**config.mk**
```make
export PLATFORM = sky130hd
export DESIGN_NAME = sriz_exu
export DESIGN_NICKNAME = d
export VERILOG_FILES = /design/src/rtl/sriz_pkg.sv /design/src/rtl/sriz_regfile.sv /design/src/rtl/sriz_exu.sv
export SDC_FILE = /design/constraint.sdc
export NUM_CORES = 2
export LEC_CHECK = 0
export ABC_CLOCK_PERIOD_IN_PS = 8600
export BUFFER_PORTS_ARGS = -buffer_cell sky130_fd_sc_hd__buf_2
export CORE_UTILIZATION = 49
export CTS_CLUSTER_DIAMETER = 120
export DETAILED_ROUTE_END_ITERATION = 16
export GPL_TIMING_DRIVEN = 0
export REMOVE_ABC_BUFFERS = 1
export SLEW_MARGIN = 20
export SYNTH_ARGS = -nofsm -noshare
export SYNTH_HDL_FRONTEND = slang
export SYNTH_SLANG_ARGS = --single-unit
```
**constraint.sdc**
```tcl
create_clock -name clk -period 8.6 [get_ports clk]
set_input_delay 0.86 -clock clk [delete_from_list [all_inputs] [get_ports clk]]
set_output_delay 0.86 -clock clk [all_outputs]
set_load 0.02 [all_outputs]
```
**src/rtl/sriz_pkg.sv**
```systemverilog
// sriz_pkg: shared encodings, FSM state type and legality decode for the sriz execute stage.
package sriz_pkg;

  localparam int NUM_REGS = 32;

  localparam logic [6:0] OPC_LUI    = 7'b0110111;
  localparam logic [6:0] OPC_AUIPC  = 7'b0010111;
  localparam logic [6:0] OPC_JAL    = 7'b1101111;
  localparam logic [6:0] OPC_JALR   = 7'b1100111;
  localparam logic [6:0] OPC_BRANCH = 7'b1100011;
  localparam logic [6:0] OPC_OP_IMM = 7'b0010011;
  localparam logic [6:0] OPC_OP     = 7'b0110011;
  localparam logic [6:0] OPC_SYSTEM = 7'b1110011;

  localparam logic [2:0] F3_ADD  = 3'd0;
  localparam logic [2:0] F3_SLL  = 3'd1;
  localparam logic [2:0] F3_SLT  = 3'd2;
  localparam logic [2:0] F3_SLTU = 3'd3;
  localparam logic [2:0] F3_XOR  = 3'd4;
  localparam logic [2:0] F3_SR   = 3'd5;
  localparam logic [2:0] F3_OR   = 3'd6;
  localparam logic [2:0] F3_AND  = 3'd7;

  localparam logic [2:0] F3_BEQ  = 3'd0;
  localparam logic [2:0] F3_BNE  = 3'd1;
  localparam logic [2:0] F3_BLT  = 3'd4;
  localparam logic [2:0] F3_BGE  = 3'd5;
  localparam logic [2:0] F3_BLTU = 3'd6;
  localparam logic [2:0] F3_BGEU = 3'd7;

  localparam logic [6:0] F7_BASE = 7'h00;
  localparam logic [6:0] F7_ALT  = 7'h20;

  localparam logic [31:0] EBREAK_INST = 32'h00100073;
  localparam logic [4:0]  REG_A0      = 5'd10;

  typedef enum logic [1:0] {IDLE, EXEC, HALT} state_t;

  // True for every supported encoding except EBREAK, which is handled as a stop.
  function automatic logic is_legal(input logic [6:0] opcode,
                                    input logic [2:0] func3,
                                    input logic [6:0] func7);
    logic ok;
    ok = 1'b0;
    case (opcode)
      OPC_LUI, OPC_AUIPC, OPC_JAL: ok = 1'b1;
      OPC_JALR:   ok = (func3 == 3'd0);
      OPC_BRANCH: ok = (func3 != 3'd2) && (func3 != 3'd3);
      OPC_OP_IMM: begin
        if (func3 == F3_SLL)     ok = (func7 == F7_BASE);
        else if (func3 == F3_SR) ok = (func7 == F7_BASE) || (func7 == F7_ALT);
        else                     ok = 1'b1;
      end
      OPC_OP: ok = (func7 == F7_BASE) ||
                   ((func7 == F7_ALT) && ((func3 == F3_ADD) || (func3 == F3_SR)));
      default: ok = 1'b0;
    endcase
    return ok;
  endfunction

endpackage

```
**src/rtl/sriz_regfile.sv**
```systemverilog
// sriz_regfile: 32x32 integer register file, three combinational reads, one synchronous write.
module sriz_regfile
  import sriz_pkg::*;
#(
  parameter int XLEN = 32
) (
  input  logic            clk,
  input  logic            rst_n,
  input  logic [4:0]      rs1,
  input  logic [4:0]      rs2,
  input  logic [4:0]      dbg_raddr,
  output logic [XLEN-1:0] rs1_data,
  output logic [XLEN-1:0] rs2_data,
  output logic [XLEN-1:0] dbg_rdata,
  input  logic            we,
  input  logic [4:0]      rd,
  input  logic [XLEN-1:0] rd_data
);

  logic [XLEN-1:0] regs [NUM_REGS];

  // Register storage; x0 is never written so it keeps its cleared value.
  always_ff @(posedge clk or negedge rst_n) begin
    if (!rst_n) begin
      for (int i = 0; i < NUM_REGS; i++) regs[i] <= '0;
    end else if (we && (rd != 5'd0)) begin
      regs[rd] <= rd_data;
    end
  end

  assign rs1_data  = (rs1 == 5'd0)       ? '0 : regs[rs1];
  assign rs2_data  = (rs2 == 5'd0)       ? '0 : regs[rs2];
  assign dbg_rdata = (dbg_raddr == 5'd0) ? '0 : regs[dbg_raddr];

endmodule

```
**src/rtl/sriz_exu.sv**
```systemverilog
// sriz_exu: execute/write-back stage of the sriz RV32I core; one instruction per two cycles.
module sriz_exu
  import sriz_pkg::*;
#(
  parameter int XLEN = 32
) (
  input  logic            clk,
  input  logic            rst_n,
  input  logic            in_valid,
  output logic            in_ready,
  input  logic [XLEN-1:0] in_pc,
  input  logic [31:0]     in_inst,
  input  logic [6:0]      in_opcode,
  input  logic [2:0]      in_func3,
  input  logic [11:0]     in_imm12,
  input  logic [4:0]      in_rs1,
  input  logic [4:0]      in_rs2,
  input  logic [4:0]      in_rd,
  output logic            out_valid,
  output logic [XLEN-1:0] out_pc_next,
  output logic            halt,
  output logic [XLEN-1:0] halt_code,
  output logic            illegal,
  input  logic [4:0]      dbg_raddr,
  output logic [XLEN-1:0] dbg_rdata
);

  state_t          state;
  logic [XLEN-1:0] pc_q;
  logic [31:7]     inst_q;
  logic [6:0]      opcode_q;
  logic [2:0]      func3_q;
  logic [11:0]     imm12_q;
  logic [4:0]      rs1_q, rs2_q, rd_q;
  logic            stop_q, bad_q;

  logic            in_legal, in_ebreak;
  logic [4:0]      ra1;
  logic [XLEN-1:0] rv1, rv2;
  logic [XLEN-1:0] imm_i, imm_b, imm_u, imm_j;
  logic [XLEN-1:0] opb, pc_plus4, jalr_sum, result, pc_next;
  logic [4:0]      shamt;
  logic            wr_rd, taken, we;

  assign in_legal  = is_legal(in_opcode, in_func3, in_inst[31:25]);
  assign in_ebreak = (in_opcode == OPC_SYSTEM) && (in_inst == EBREAK_INST);
  assign in_ready  = (state == IDLE);

  // A stopping instruction reads no sources, so port 1 is borrowed to capture a0.
  assign ra1 = stop_q ? REG_A0 : rs1_q;

  assign imm_i    = {{(XLEN-12){imm12_q[11]}}, imm12_q};
  assign imm_b    = {{(XLEN-13){inst_q[31]}}, inst_q[31], inst_q[7], inst_q[30:25], inst_q[11:8], 1'b0};
  assign imm_u    = {inst_q[31:12], 12'b0};
  assign imm_j    = {{(XLEN-21){inst_q[31]}}, inst_q[31], inst_q[19:12], inst_q[20], inst_q[30:21], 1'b0};
  assign opb      = (opcode_q == OPC_OP) ? rv2 : imm_i;
  assign shamt    = opb[4:0];
  assign pc_plus4 = pc_q + XLEN'(4);
  assign jalr_sum = rv1 + imm_i;

  sriz_regfile #(.XLEN(XLEN)) u_regfile (
    .clk       (clk),
    .rst_n     (rst_n),
    .rs1       (ra1),
    .rs2       (rs2_q),
    .dbg_raddr (dbg_raddr),
    .rs1_data  (rv1),
    .rs2_data  (rv2),
    .dbg_rdata (dbg_rdata),
    .we        (we),
    .rd        (rd_q),
    .rd_data   (result)
  );

  // ALU, branch compare and next-PC selection for the latched instruction.
  always_comb begin
    result  = '0;
    wr_rd   = 1'b0;
    taken   = 1'b0;
    pc_next = pc_plus4;
    case (opcode_q)
      OPC_LUI: begin
        result = imm_u;
        wr_rd  = 1'b1;
      end
      OPC_AUIPC: begin
        result = pc_q + imm_u;
        wr_rd  = 1'b1;
      end
      OPC_JAL: begin
        result  = pc_plus4;
        wr_rd   = 1'b1;
        pc_next = pc_q + imm_j;
      end
      OPC_JALR: begin
        result  = pc_plus4;
        wr_rd   = 1'b1;
        pc_next = {jalr_sum[XLEN-1:1], 1'b0};
      end
      OPC_BRANCH: begin
        case (func3_q)
          F3_BEQ:  taken = (rv1 == rv2);
          F3_BNE:  taken = (rv1 != rv2);
          F3_BLT:  taken = ($signed(rv1) <  $signed(rv2));
          F3_BGE:  taken = ($signed(rv1) >= $signed(rv2));
          F3_BLTU: taken = (rv1 <  rv2);
          F3_BGEU: taken = (rv1 >= rv2);
          default: taken = 1'b0;
        endcase
        if (taken) pc_next = pc_q + imm_b;
      end
      OPC_OP_IMM, OPC_OP: begin
        wr_rd = 1'b1;
        case (func3_q)
          F3_ADD:  result = ((opcode_q == OPC_OP) && inst_q[30]) ? rv1 - opb : rv1 + opb;
          F3_SLL:  result = rv1 << shamt;
          F3_SLT:  result = XLEN'($signed(rv1) < $signed(opb));
          F3_SLTU: result = XLEN'(rv1 < opb);
          F3_XOR:  result = rv1 ^ opb;
          F3_SR:   result = inst_q[30] ? $unsigned($signed(rv1) >>> shamt) : rv1 >> shamt;
          F3_OR:   result = rv1 | opb;
          default: result = rv1 & opb;
        endcase
      end
      default: ;
    endcase
  end

  assign out_pc_next = pc_next;
  assign we          = (state == EXEC) && out_valid && wr_rd;

  // Control FSM: accept in IDLE, execute in EXEC, stop for good in HALT.
  always_ff @(posedge clk or negedge rst_n) begin
    if (!rst_n) begin
      state     <= IDLE;
      pc_q      <= '0;
      inst_q    <= '0;
      opcode_q  <= '0;
      func3_q   <= '0;
      imm12_q   <= '0;
      rs1_q     <= '0;
      rs2_q     <= '0;
      rd_q      <= '0;
      stop_q    <= 1'b0;
      bad_q     <= 1'b0;
      out_valid <= 1'b0;
      halt      <= 1'b0;
      halt_code <= '0;
      illegal   <= 1'b0;
    end else begin
      case (state)
        IDLE: begin
          out_valid <= 1'b0;
          if (in_valid) begin
            pc_q      <= in_pc;
            inst_q    <= in_inst[31:7];
            opcode_q  <= in_opcode;
            func3_q   <= in_func3;
            imm12_q   <= in_imm12;
            rs1_q     <= in_rs1;
            rs2_q     <= in_rs2;
            rd_q      <= in_rd;
            out_valid <= in_legal;
            stop_q    <= !in_legal;
            bad_q     <= !in_legal && !in_ebreak;
            state     <= EXEC;
          end
        end
        EXEC: begin
          out_valid <= 1'b0;
          if (stop_q) begin
            state     <= HALT;
            halt      <= 1'b1;
            illegal   <= bad_q;
            halt_code <= rv1;
          end else begin
            state <= IDLE;
          end
        end
        HALT: out_valid <= 1'b0;
        default: state <= IDLE;
      endcase
    end
  end

endmodule

```
After elaboration in Yosys (flattened, before gate mapping)
Cells that the tools add are included.

Output and inout bits: 100. Logic and storage cells: 174. Input port bits: 109. Flip-flop bits (word level): 1157.

Magnitude comparators: 11. Shift operators: 3. Reductions and logical operators: 31. Add/subtract/negate cells: 7. Equal/unequal tests: 33. Bitwise logic cells: 8. Muxes and demuxes: 34.

Operator list (number): 1024-bit bitwise mux (1); 32-bit binary-select mux with 5-bit select (3); 32-bit 2-to-1 mux (14); 32-bit one-hot mux with 7 select lines (1); 32-bit adder (5); 32-bit demux with 5-bit select (1); 32-bit < comparator (4); 32-bit one-hot mux with 4 select lines (1); 32-bit one-hot mux with 3 select lines (1); 32-bit greater-or-equal comparator (2); 7-bit == test (second input constant) (7); 7-bit by 6-bit == test with 1-bit output (second input constant) (5); 32-bit by 3-bit adder with 32-bit output (second input constant) (1); 32-bit bitwise AND (1); 32-bit by 21-bit == test with 1-bit output (second input constant) (1); 32-bit == test (1); 32-bit inequality test (1); 32-bit OR (1); 32-bit by 5-bit left shift with 32-bit output (1); 32-bit by 5-bit >> shifter with 32-bit output (1); 32-bit by 5-bit >>> shifter with 32-bit output (1); 32-bit subtractor (1); 32-bit bitwise XOR (1); 7-bit by 5-bit == test with 1-bit output (second input constant) (4); other kinds (31) (67).

Depth between registers and ports, before layout
Depth in word-level cells: 11. Gate-level depth with buffers: 28. Depth with buffers taken out: 20.

Modules after synthesis
A second synthesis with hierarchy kept.

Cell total of the unflattened synthesis: 7223. Area, all modules: 84284.6 µm².

Modules (own cells, without submodules): sriz_regfile (area an instance 62527.5 µm², instances 1, cells an instance 4285); sriz_exu (area an instance 21757.1 µm², instances 1, cells an instance 2938).

Least setup slack after synthesis
OpenSTA, ideal clock, no wires.

Path kind: reg2out. Start point: register rs2_q[0]. End point: output port out_pc_next[8]. Setup slack: 0.943 ns. Arrival: 6.797 ns. Buffers on the path: 8. Stages on the path, launching flop included: 26. Data required time: 7.740 ns. Cell sequence: dfrtp_1 > buf_6 > buf_6 > clkbuf_1 > clkbuf_1 > buf_1 > clkbuf_1 > mux4_2 > mux4_2 > mux2i_1 > nor2_1 > inv_1 > ha_1 > a21o_1 > a21o_1 > a211oi_1 > o21ai_0 > a2111o_1 > or2_2 > a221oi_1 > o32ai_1 > nor2_1 > buf_2 > buf_2 > nor2_1 > o31ai_1.

Word-level cells in the longest chain between the ends: 10.

RTL lines: from (decl) (RTL line sriz_exu.sv:34) `logic [4:0] rs1_q, rs2_q, rd_q;`; from (signal assigned) (RTL line sriz_exu.sv:161) `rs2_q <= in_rs2;`; 5-bit inverter with 6-bit output (implied by the code) (RTL line sriz_regfile.sv:32) `assign rs2_data = (rs2 == 5'd0) ? '0 : regs[rs2];`; 32-bit binary-select mux with 5-bit select (RTL line sriz_regfile.sv:32); 32-bit 2-to-1 mux (implied by the code) (2 in a row) (RTL line sriz_regfile.sv:32); 32-bit 2-to-1 mux (*) (RTL line sriz_regfile.sv:32); 32-bit greater-or-equal comparator, or another cell as far along (RTL line sriz_exu.sv:107) `F3_BGEU: taken = (rv1 >= rv2);`; 1-bit one-hot mux with 6 select lines (*) (RTL line sriz_exu.sv:101) `case (func3_q)`; 1-bit 2-to-1 mux (*) (RTL line sriz_exu.sv:81) `case (opcode_q)`; 32-bit 2-to-1 mux (*) (RTL line sriz_exu.sv:110) `if (taken) pc_next = pc_q + imm_b;`; 32-bit one-hot mux with 3 select lines (*) (RTL line sriz_exu.sv:81); to (decl) (RTL line sriz_exu.sv:20) `output logic [XLEN-1:0] out_pc_next,`.

Every way passes the cells marked *; elsewhere a longest branch is shown, timed or not. The select of a mux whose other input is x is not followed.

Final worst setup path
Start point: register rs2_q[0]. End point: output port out_pc_next[12].

Same word-level chain as after synthesis.

==> impl_metrics.env <==
export IMPL_dpl_worst_slack_ps=-2269
export IMPL_p_leak_uw=0.04235
export IMPL_ys_ff_latch=1157
export IMPL_power_total_uw=41920
export IMPL_final_area_um2=101700
export IMPL_synth_seq_area_share=0.3305
export IMPL_cts_root_buf="clkbuf_16"
export IMPL_dpl_hpwl_um=287000
export IMPL_max_cap_violations=0
export IMPL_overflow=0
export IMPL_cts_buffers=139
export IMPL_grt_max_degree=136
export IMPL_die_h_um=424.8
export IMPL_clk_pin_slew_ps=60
export IMPL_wl_per_cell_um=37.70
export IMPL_syn_inst=8899
export IMPL_antenna_found_initial=21
export IMPL_clk_latency_ps=840
export IMPL_vias=81480
export IMPL_utilization=0.5751
export IMPL_min_path_type="primary input to flop"
export IMPL_synth_area_per_cell_um2=9.844
export IMPL_finClkSkew_ps=60.84
export IMPL_synth_top_family_by_area="multiplexers"
export IMPL_regArea_um2=28990
export IMPL_core_um2=176900
export IMPL_synth_compound_area_frac=0.1809
export IMPL_muxShareOfSynthArea=0.2663
export IMPL_ys_top_cells_by_count="dfrtp_1, nand2_1, o21ai_0, mux4_2, clkbuf_1"
export IMPL_synth_top_flop_cell="dfrtp_1"
export IMPL_start_util=0.4953
export IMPL_firstDrtPassIters=9
export IMPL_nNetsFinal=9105
export IMPL_end_kind="output pin"
export IMPL_slew_violations=0
export IMPL_grt_pass1_vias=77090
export IMPL_crit_type="flop to output pin"
export IMPL_crit_fanout=31
export IMPL_yosys_area_share_simple=0.1219
export IMPL_drt_iter0_markers=11680
export IMPL_fill_cells=15090
export IMPL_fin_ws_ps=-5.726
export IMPL_wl_um=423400
export IMPL_start_kind="flop"
export IMPL_synth_fa_ha_area_frac=0.03205
export IMPL_synthArstFlopShare=1.000
export IMPL_setup_viol=1
export IMPL_drc=0
export IMPL_fin_crit_sh=1.001
export IMPL_fin_tns_setup_ps=-5.726
export IMPL_synth_edf_count=0
export IMPL_arrival_ps=7750
export IMPL_synth_most_common_cell="dfrtp_1"
export IMPL_gp_congestion=1.038
export IMPL_power_density_nw_per_um2=412.1
export IMPL_port_buffers=208
export IMPL_htreeDepth=4
export IMPL_cts_tree="done"
export IMPL_multiInputGateArea_um2=55540
export IMPL_rows=154
export IMPL_worstMarginPinSlew_ps=1393
export IMPL_synthTopCellsByArea="dfrtp_1, mux4_2, mux2i_1, nand2_1, mux2_2"
export IMPL_clock_sinks=1157
export IMPL_die_area_um2=180500
export IMPL_synth_cell_types=110
export IMPL_dpl_cell_area_um2=94860
export IMPL_ys_warn_count=0
export IMPL_fmaxAchievable_ghz=0.1162
export IMPL_grt_pass1_wl_um=591000
export IMPL_synth_top_area_share=0.3305
export IMPL_syn_cell_area_um2=87610
export IMPL_vdd_drop_max_uv=275.9
export IMPL_status="complete, but fails checks"
export IMPL_relSlewSlack=0.06406
export IMPL_grtUsageTotal=0.4599
export IMPL_failed_checks="negative setup slack"
export IMPL_drive_above_1_share=0.2447
export IMPL_area_delta_synth_final_pct=16.11
export IMPL_synth_top_area_cell="dfrtp_1"
export IMPL_crit_required_ps=7740
export IMPL_antenna_left=0
export IMPL_viasPerCell=7.254
export IMPL_synth_xor_area_frac=0.01380
export IMPL_hold_viol=0
export IMPL_clock_path_buffers=3
export IMPL_die_w_um=424.8
export IMPL_io_pin_count=209
export IMPL_finalCriticalPeriod_ps=8606
==> metrics by stage <==
step,instances,hold WS (ps)
floorplan,8014,378.0
global placement,10560,398.8
detailed placement,10850,407.5
CTS,11180,228.4
global route,11220,246.6
finish,11230,259.5
==> logic make-up after synthesis <==
kind of cell,Yosys count
adder cells (fa/ha/maj),222
XOR/XNOR,138
AO/OA/AOI/OAI,2552
AND/OR/NAND/NOR,2295
multiplexers,1459
buffers and inverters,1076
flip-flops,1157
==> state kept, by name (all words and copies together) (netlist names) <==
name            count
rs1_q               5
inst_q             25
halt                1
rs2_q               5
state               2
u_regfile.regs   1024
rd_q                5
bad_q               1
out_valid           1
illegal             1
opcode_q            7
stop_q              1
func3_q             3
pc_q               32
halt_code          32
imm12_q            12
==> layout by cell type (no fill, tap or decap), types with 90 or more instances in the layout <==
cell and instances:
buf_2 207, nor2_1 383, xnor2_1 90, nand2_1 1019, ha_1 217, a211oi_1 108
o21ai_1 269, inv_1 169, o31ai_1 91, mux2i_1 468, a21oi_1 530, buf_4 105
o221ai_1 95, nor3_1 198, o22ai_1 102, mux2_2 312, buf_16 145, o21ai_0 655
mux4_2 665, nand3_1 115, dfrtp_1 1144, clkbuf_16 148
==> routing by layer <==
metal | vias up | GRT usage | routed length [µm]
li1 | 33370 | - | -
met1 | 40800 | 0.6002 | 158100
met2 | 5860 | 0.6576 | 178100
met3 | 1435 | 0.1538 | 54930
met4 | 18 | 0.2860 | 32240
met5 | - | 0 | 124
==> power breakdown <==
part           total (µW)  switching, µW  internal (µW)
Combinational       29000          19100           9980
Sequential           6610            826           5780
Clock                6270           2610           3660
Total               41900          22500          19400
==> layout make-up <==
type                    instances  area share
clock inverters                50    0.007614
inverters                     191    0.007602
clock buffers                 199     0.03967
well taps                    2340     0.02878
diodes                         10   0.0002460
multi-input cells            6668      0.5461
flip-flops and latches       1157      0.2850
repair buffers                617     0.08501
==> final timing paths <==
kind,start,to,slack (ps),cells past startpoint
worst max-delay path,rs2_q[0]$_DFFE_PN0P_,out_pc_next[12],-6,20
worst min-delay path,in_rd[3],rd_q[3]$_DFFE_PN0P_,260,2
worst max register to register,rs2_q[2]$_DFFE_PN0P_,u_regfile.regs[183]$_DFFE_PN0P_,270,20
worst min register to register,u_regfile.regs[1014]$_DFFE_PN0P_,u_regfile.regs[1014]$_DFFE_PN0P_,420,0
max in group asynchronous,rst_n,u_regfile.regs[425]$_DFFE_PN0P_,4810,7
min in group asynchronous,rst_n,u_regfile.regs[896]$_DFFE_PN0P_,520,2
==> worst max-delay path, stage by stage, from the launching register on <==
cell and delay [ps]:
dfrtp_4 460, buf_16 200, buf_16 280, mux4_2 560, mux4_2 510, mux2i_1 770, nor2_1 370, inv_1 140
ha_1 250, a21o_1 170, a21o_1 170, a211oi_1 240, o21ai_0 140, a2111o_2 540, nor2_2 210, a211oi_2 130
o32ai_4 690, nor2_4 240, o21ai_0 250, a2bb2oi_1 290, buf_2 230
==> timing repair <==
item                                    CTS  global route
pin swaps                                32            10
resized for setup                        78            18
hold endpoints to repair                 37             0
cloned                                   14             8
hold buffers                              1             0
endpoints found under the setup margin  802           160
buffers inserted                         72            36
Note: power is estimated with default switching activity, not from simulation.
